<file path="src/rtl/mem_arb_pkg.sv">
// Shared types and codes for the two-port memory arbiter: FSM states, write-size codes, port ids.
package mem_arb_pkg;

  typedef enum logic [2:0] {
    IDLE,
    RD1,
    RD2,
    WR,
    RSP
  } state_e;

  localparam logic [1:0] WR_NONE = 2'b00;
  localparam logic [1:0] WR_BYTE = 2'b01;
  localparam logic [1:0] WR_HALF = 2'b10;
  localparam logic [1:0] WR_WORD = 2'b11;

  localparam logic PORT_FETCH = 1'b0;
  localparam logic PORT_DATA  = 1'b1;

endpackage

</file>
<file path="src/rtl/mem_arb_picker.sv">
// Combinational winner select between fetch (bit 0) and load/store (bit 1) requests.
// ARB_ROUND_ROBIN_EN selects round-robin on a tie; otherwise port 0 always wins.
module mem_arb_picker
  import mem_arb_pkg::*;
(
  input  logic       req0_i,
  input  logic       req1_i,
  input  logic       rr_ptr_i,
  output logic [1:0] grant_o
);

`ifdef ARB_ROUND_ROBIN_EN
  // On a tie the pointer names the favoured port.
  always_comb begin
    if (req0_i && req1_i) begin
      grant_o = (rr_ptr_i == PORT_DATA) ? 2'b10 : 2'b01;
    end else begin
      grant_o = {req1_i, req0_i};
    end
  end
`else
  logic unused_rr_ptr;
  assign unused_rr_ptr = rr_ptr_i;

  always_comb begin
    if (req0_i) begin
      grant_o = 2'b01;
    end else begin
      grant_o = {req1_i, 1'b0};
    end
  end
`endif

endmodule

</file>
<file path="src/rtl/mem_port_arbiter.sv">
// Shares one byte-addressable memory between fetch (port 0) and load/store (port 1),
// sequencing read wait states and write completion. ARB_ROUND_ROBIN_EN enables round-robin.
module mem_port_arbiter
  import mem_arb_pkg::*;
#(
  parameter int ADDR_W     = 32,
  parameter int DATA_W     = 32,
  parameter int WR_TIMEOUT = 16
) (
  input  logic              clk,
  input  logic              rst,
  input  logic              req0_i,
  input  logic              req1_i,
  input  logic [ADDR_W-1:0] addr0_i,
  input  logic [ADDR_W-1:0] addr1_i,
  input  logic [1:0]        wsize0_i,
  input  logic [1:0]        wsize1_i,
  input  logic [DATA_W-1:0] wdata0_i,
  input  logic [DATA_W-1:0] wdata1_i,
  output logic              gnt0_o,
  output logic              gnt1_o,
  output logic              rsp_valid0_o,
  output logic              rsp_valid1_o,
  output logic              rsp_err_o,
  output logic [DATA_W-1:0] rsp_rdata_o,
  output logic [ADDR_W-1:0] mem_address_o,
  output logic [1:0]        mem_write_o,
  output logic [DATA_W-1:0] mem_wdata_o,
  input  logic [DATA_W-1:0] mem_rdata_i,
  input  logic              mem_done_i,
  input  logic              mem_error_i
);

  localparam int CNT_W = $clog2(WR_TIMEOUT);
  localparam logic [CNT_W-1:0] CNT_LAST = CNT_W'(WR_TIMEOUT - 1);

  state_e            state_q, state_d;
  logic              winner_q, winner_d;
  logic              err_q, err_d;
  logic [ADDR_W-1:0] mem_address_q, mem_address_d;
  logic [1:0]        mem_write_q, mem_write_d;
  logic [DATA_W-1:0] mem_wdata_q, mem_wdata_d;
  logic [DATA_W-1:0] rsp_rdata_q, rsp_rdata_d;
  logic [CNT_W-1:0]  cnt_q, cnt_d;

  logic       rr_ptr;
  logic [1:0] grant;
  logic       sel_port;
  logic [1:0] sel_wsize;

  mem_arb_picker u_picker (
    .req0_i  (req0_i),
    .req1_i  (req1_i),
    .rr_ptr_i(rr_ptr),
    .grant_o (grant)
  );

  assign sel_port  = grant[1];
  assign sel_wsize = sel_port ? wsize1_i : wsize0_i;

`ifdef ARB_ROUND_ROBIN_EN
  logic rr_ptr_q;

  always_ff @(posedge clk or negedge rst) begin
    if (!rst) begin
      rr_ptr_q <= PORT_FETCH;
    end else if (state_q == IDLE && grant != 2'b00) begin
      rr_ptr_q <= ~sel_port;
    end
  end

  assign rr_ptr = rr_ptr_q;
`else
  assign rr_ptr = PORT_FETCH;
`endif

  // NOTE: sequential state uses non-blocking assignments so every register samples pre-edge values.
  always_ff @(posedge clk or negedge rst) begin
    if (!rst) begin
      state_q       <= IDLE;
      winner_q      <= PORT_FETCH;
      err_q         <= 1'b0;
      mem_address_q <= '0;
      mem_write_q   <= WR_NONE;
      mem_wdata_q   <= '0;
      rsp_rdata_q   <= '0;
      cnt_q         <= '0;
    end else begin
      state_q       <= state_d;
      winner_q      <= winner_d;
      err_q         <= err_d;
      mem_address_q <= mem_address_d;
      mem_write_q   <= mem_write_d;
      mem_wdata_q   <= mem_wdata_d;
      rsp_rdata_q   <= rsp_rdata_d;
      cnt_q         <= cnt_d;
    end
  end

  // NOTE: every next-state signal holds its value by default, so no path can infer a latch.
  always_comb begin
    state_d       = state_q;
    winner_d      = winner_q;
    err_d         = err_q;
    mem_address_d = mem_address_q;
    mem_write_d   = mem_write_q;
    mem_wdata_d   = mem_wdata_q;
    rsp_rdata_d   = rsp_rdata_q;
    cnt_d         = cnt_q;
    unique case (state_q)
      IDLE: begin
        if (grant != 2'b00) begin
          winner_d      = sel_port;
          err_d         = 1'b0;
          cnt_d         = '0;
          mem_address_d = sel_port ? addr1_i : addr0_i;
          mem_wdata_d   = sel_port ? wdata1_i : wdata0_i;
          mem_write_d   = sel_wsize;
          state_d       = (sel_wsize == WR_NONE) ? RD1 : WR;
        end
      end
      RD1: begin
        if (mem_error_i) begin
          err_d   = 1'b1;
          state_d = RSP;
        end else begin
          state_d = RD2;
        end
      end
      RD2: begin
        if (mem_error_i) begin
          err_d = 1'b1;
        end else begin
          rsp_rdata_d = mem_rdata_i;
        end
        state_d = RSP;
      end
      WR: begin
        if (mem_error_i || mem_done_i || cnt_q == CNT_LAST) begin
          mem_write_d = WR_NONE;
          err_d       = mem_error_i || !mem_done_i;
          state_d     = RSP;
        end else begin
          cnt_d = cnt_q + 1'b1;
        end
      end
      RSP:     state_d = IDLE;
      default: state_d = IDLE;
    endcase
  end

  always_comb begin
    gnt0_o       = 1'b0;
    gnt1_o       = 1'b0;
    rsp_valid0_o = 1'b0;
    rsp_valid1_o = 1'b0;
    rsp_err_o    = 1'b0;
    if (state_q == IDLE) begin
      gnt0_o = grant[0];
      gnt1_o = grant[1];
    end
    if (state_q == RSP) begin
      rsp_valid0_o = (winner_q == PORT_FETCH);
      rsp_valid1_o = (winner_q == PORT_DATA);
      rsp_err_o    = err_q;
    end
  end

  assign rsp_rdata_o   = rsp_rdata_q;
  assign mem_address_o = mem_address_q;
  assign mem_write_o   = mem_write_q;
  assign mem_wdata_o   = mem_wdata_q;

endmodule

</file>
<file path="config.mk">
export PLATFORM = sky130hd
export DESIGN_NAME = mem_port_arbiter
export DESIGN_NICKNAME = d
export VERILOG_FILES = /design/src/rtl/mem_arb_pkg.sv /design/src/rtl/mem_arb_picker.sv /design/src/rtl/mem_port_arbiter.sv
export SDC_FILE = /design/constraint.sdc
export NUM_CORES = 1
export LEC_CHECK = 0
export CORE_UTILIZATION = 25
export DETAILED_ROUTE_END_ITERATION = 8
export GPL_TIMING_DRIVEN = 1
export PLACE_DENSITY = 0.58
export RECOVER_POWER = 25
export SYNTH_ARGS = -nofsm -noshare
export SYNTH_HDL_FRONTEND = slang
export SYNTH_SLANG_ARGS = --single-unit
</file>
<file path="constraint.sdc">
create_clock -name clk -period 5.6 [get_ports clk]
set_clock_uncertainty 0.1 [all_clocks]
set_input_delay 1.12 -clock clk [delete_from_list [all_inputs] [get_ports clk]]
set_output_delay 1.12 -clock clk [all_outputs]
set_load 0.01 [all_outputs]
</file>
Word level (Yosys, flattened, before mapping)
Cells that the tools add are included.
{"block": "classes", "n_addsub": 1, "n_eq_ne": 9, "mux": 24, "bitwise": 2, "n_reduce_logical": 16}
{"cell": "32-bit two-way mux", "n": 2}
{"cell": "3-bit case mux with 4 select lines", "n": 1}
{"cell": "2-bit two-way mux", "n": 5}
{"cell": "3-bit two-way mux", "n": 3}
{"cell": "1-bit two-way mux", "n": 8}
{"cell": "4-bit two-way mux", "n": 2}
{"cell": "4-bit case mux with 2 select lines", "n": 1}
{"cell": "3-bit by 2-bit == test with 1-bit output (second input constant)", "n": 2}
{"cell": "2-bit inequality test (second input constant)", "n": 3}
{"cell": "2-bit AND reduction", "n": 3}
{"cell": "3-bit AND reduction", "n": 2}
{"cell": "4-bit by 1-bit adder with 4-bit output (second input constant)", "n": 1}
{"cell": "4-bit == test (second input constant)", "n": 1}
{"cell": "2-bit case mux with 2 select lines", "n": 1}
{"cell": "4-bit AND reduction", "n": 1}
{"cell": "2-bit nonzero test", "n": 2}
{"cell": "3-bit by 1-bit == test with 1-bit output (second input constant)", "n": 1}
{"cell": "3-bit == test (second input constant)", "n": 1}
{"cell": "3-bit zero test", "n": 1}
{"cell": "1-bit logical OR", "n": 3}
{"cell": "1-bit case mux with 3 select lines", "n": 1}
{"cell": "3-bit nonzero test", "n": 1}
{"cell": "2-bit zero test", "n": 1}
{"cell": "2-bit by 1-bit inequality test with 1-bit output (second input constant)", "n": 1}
{"cell": "3 further kinds", "n": 4}
{"block": "totals", "register_bits": 107, "inputBits": 170, "output_inout_bits": 103, "word_cells": 60}

Logic depth before layout (Yosys ltp)
{"block": "depth", "depth_word": 6, "ltp_mapped": 8, "depth_no_buf": 5}

Cells and area by module
A second synthesis with hierarchy kept.
{"block": "hier_totals", "hier_cells": 418, "area_unflattened_um2": 4818.4}
{"module": "mem_port_arbiter", "n_inst": 1, "cells_per_inst": 416, "area_per_inst_um2": 4797.1, "seq_area_each_um2": 2677.6}
{"module": "mem_arb_picker", "n_inst": 1, "cells_per_inst": 2, "area_per_inst_um2": 21.3, "seq_area_each_um2": 0.0}

Least setup slack after synthesis
OpenSTA, ideal clock, no wires.
{"block": "synth_timing", "kind": "input port to output port", "from": "in req0_i", "to": "out gnt1_o", "arrival_time_ns": 1.978, "required_time_ns": 4.380, "slack_ns": 2.402, "path_stages": 5, "path_buffers": 3, "path_cell_list": "nand2b_1 buf_2 buf_2 buf_2 nor2b_1"}
{"block": "synth_between", "elab_chain_cells": 2}
{"element": "start, declared", "line_no": "mem_port_arbiter.sv:12", "source": "input logic req0_i,"}
{"element": "2-bit two-way mux", "line_no": "mem_arb_picker.sv:26", "source": "if (req0_i) begin"}
{"element": "1-bit two-way mux", "line_no": "mem_port_arbiter.sv:158", "source": "if (state_q == IDLE) begin"}
{"element": "end, declared", "line_no": "mem_port_arbiter.sv:21", "source": "output logic gnt1_o,"}
No other way between the ends.

Final worst setup path
Same ends and word-level chain as after synthesis.

==> flow_summary_export.csv <==
group,metric,value,unit
pwr,p_per_area,471,nW/µm²
detailed_routing,drtIter0Drc,96,
synth,synth_seq_area_share,0.567,
detailed_routing,wire_per_inst,14.8,µm
cells_and_area,num-nets-final,842,
setup_path,path_cells,"dlygate4sd3_1 > nand2b_4 > nor2b_1 > clkdlybuf4s50_1",
pwr,pwr-share-seq,0.360,
synth,synth_area_leaders,"dfrtp_1 57%, mux2i_1 14%, mux2_2 7.6%",
detailed_routing,dr.pass1.iters,4,
outcome,status,"complete, but fails checks",
floorplanning,core,18300,µm²
clocking,cts_setup_buffers,0,
setup_path,critPathLaunchType,"input port",
placed_design,io_buffers,272,
global_route,grt_pass1_vias,4086,
detailed_routing,ant_nets,0,
synth,ys_warn_count,0,
floorplanning,start_util,0.259,
clocking,cts_buffer_depth,2,
setup_path,setup.worst_path.end_class,"output pin",
run,cap_viol_max_count,1,
setup_path,arrival,2.62,ns
pwr,power.leakage,3.56,nW
setup_path,worst_path_largest_cell_delay,0.64,ns
synth,synth_area,4720,µm²
cells_and_area,final_util,0.436,
timing,max_freq,260,MHz
clocking,cts_sinks,107,
clocking,cts.htree.levels,3,
placed_design,place_area,7660,µm²
placed_design,routabilityCongestion,0.737,
placed_design,pre_cts_slack,1.83,ns
synth,ys_types,36,
cells_and_area,fillerInstances,1710,
pwr,clockPowerShare,0.184,
synth,ys_ff_latch,107,
floorplanning,io_pins,273,
setup_path,cp.required,4.38,ns
pwr,p_int,2.53,mW
synth,synth_area_leader_cell,"dfrtp_1",
global_route,grt_max_degree,74,
global_route,antenna_found_initial,0,
timing,rsz0062_at_grt,"no",
synth,async_flop_share,1.00,
clocking,cts_tree,"yes",
worst_hold_path,hold_path_class,"reg -> reg",
timing,setup_ws,1.76,ns
setup_path,path_max_fanout,4,
floorplanning,die_h,139,µm
pwr,power.total,3.75,mW
cells_and_area,diodes,0,
synth,postSynthCellCount,413,
floorplanning,dieArea,19500,µm²
floorplanning,die_w,139,µm
detailed_routing,vias_per_cell,4.34,
synth,synth_edf_count,0,
timing,fin_crit,3.84,ns
pwr,pwr-share-comb,0.455,
global_route,globalRouteOverflowTotal,0,
global_route,grt_pass1_wl,21300,µm
setup_path,slowest_stage,"dlygate4sd3_1",
pwr,switching_power,1.22,mW
synth,yosysMostFrequentCell,"dfrtp_1",
clocking,insertion_delay,0.35,ns
detailed_routing,wl,13400,µm
clocking,ctsHoldBuffers,0,
clocking,cts.clk_slew.worst_paths,0.07,ns
synth,synth-main-ff-cell,"dfrtp_1",
setup_path,critPathKind,"in -> out",
placed_design,dp_hpwl,10100,µm
global_route,grt_use_total,0.141,
synth,synthTopCellsByCount,"107 x dfrtp_1, 71 x nand2_1, 66 x mux2i_1",
timing,setup_viol,0,
synth,synth_top_area_frac,0.567,
pwr,power.share.switching,0.326,
timing,slew_headroom,-0.763,
detailed_routing,route.detailed.drc,0,
cells_and_area,syn2layout_area_growth,68.8,%
clocking,cts_made_buffers,9,
floorplanning,rows,49,
timing,worstMarginPinSlew,2.65,ns
timing,finalSetupTns,0,ns
cells_and_area,drive_above_1_share,0.0843,
synth,syn_nets,584,
synth,avgSynthCellArea,11.4,µm²
clocking,ctsResizeCount,0,
timing,hold_violations,0,
pwr,ir_drop,199,µV
timing,slew_violations,49,
cells_and_area,stdcell_area,7970,µm²
outcome,violations,"max-capacitance violations, max-slew violations",
timing,fin_crit_sh,0.686,
detailed_routing,num_vias,3926,
clocking,root_buffer,"clkbuf_16",
-- power groups by stage --
stage	logic, mW	registers, mW	clock network, mW
5_1_grt	1.86	1.41	0.748
2_1_floorplan	0.586	1.50	0
3_5_place_dp	1.74	1.37	0
3_3_place_gp	1.73	1.35	0
4_1_cts	1.75	1.36	0.719
6_report	1.71	1.35	0.692
-- registers in the layout (all words and copies together) (netlist names) --
| register | flops |
|---|---|
| mem_address_o | 32 |
| rsp_rdata_o | 32 |
| mem_wdata_o | 32 |
| winner_q | 1 |
| cnt_q | 4 |
| state_q | 3 |
| mem_write_o | 2 |
| err_q | 1 |
-- through the flow --
step           hold slack (ns)  cells
2_1_floorplan            0.372    413
3_3_place_gp             0.362    889
6_report                 0.378    905
5_1_grt                  0.407    905
3_5_place_dp             0.370    889
4_1_cts                  0.385    905
-- critical path, delay by kind of cell --
kind,cells,cell delay (ns)
buf+inv,2,1.21
simple gates,2,0.29
-- final cells by class --
type / instances / area, µm² / share of cell area
repair buffers: 277 / 2750 / 0.345
clock buffers: 12 / 246 / 0.0309
flip-flops and latches: 107 / 2680 / 0.336
clock inverters: 4 / 73.8 / 0.00926
inverters: 2 / 7.51 / 0.000942
multi-input cells: 274 / 1930 / 0.242
well taps: 229 / 287 / 0.0359
-- cell families after synthesis --
group           share of synthesized area
buf+inv                            0.0313
mux                                 0.219
xor+xnor                          0.00185
fa+ha+maj                         0.00265
simple gates                       0.0877
compound gates                     0.0906
flops                               0.567
-- metal layers --
layer  part of all wire  routed length [µm]  GRT usage  vias up
met5                  0                   0          0        -
met4              0.016                 208     0.0544        0
met3              0.079                1060     0.0406       15
met2               0.51                6780      0.252      162
met1               0.40                5350      0.157     1794
li1                   -                   -          -     1955
-- cells in the final DEF, fill, tap and decap left out, types with 2 or more instances in the layout --
cell type        Yosys  final
o21ai_0             58     58
nand2_1             71     71
clkbuf_16            0      9
o31ai_1              2      2
buf_4                0      5
o22ai_1              2      2
o211ai_1             2      2
clkdlybuf4s50_1      0    269
and3_1               2      2
clkbuf_1            13      3
mux2i_1             66     66
o21ai_1              9      8
dfrtp_1            107    107
nand3_1              3      3
a21oi_1              2      2
bufinv_16            0      2
nor2_1               5      5
inv_1                2      2
mux2_2              32     32
dlygate4sd3_1        0      2
nor3_1               2      2
-- path summary, 6_finish.rpt --
path	startpoint	endpoint	slack [ns]	cells after the start
hold / removal	mem_wdata_o[29]	mem_wdata_o[29]	0.38	2
min in group asynchronous	rst	rsp_rdata_o[4]	1.49	1
max in group asynchronous	rst	mem_address_o[26]	2.00	2
setup / recovery	req0_i	gnt1_o	1.76	4
hold reg to reg	mem_wdata_o[29]	mem_wdata_o[29]	0.38	2
setup reg to reg	cnt_q[0]	cnt_q[2]	3.39	5
Power figures use the tool's default switching activity.
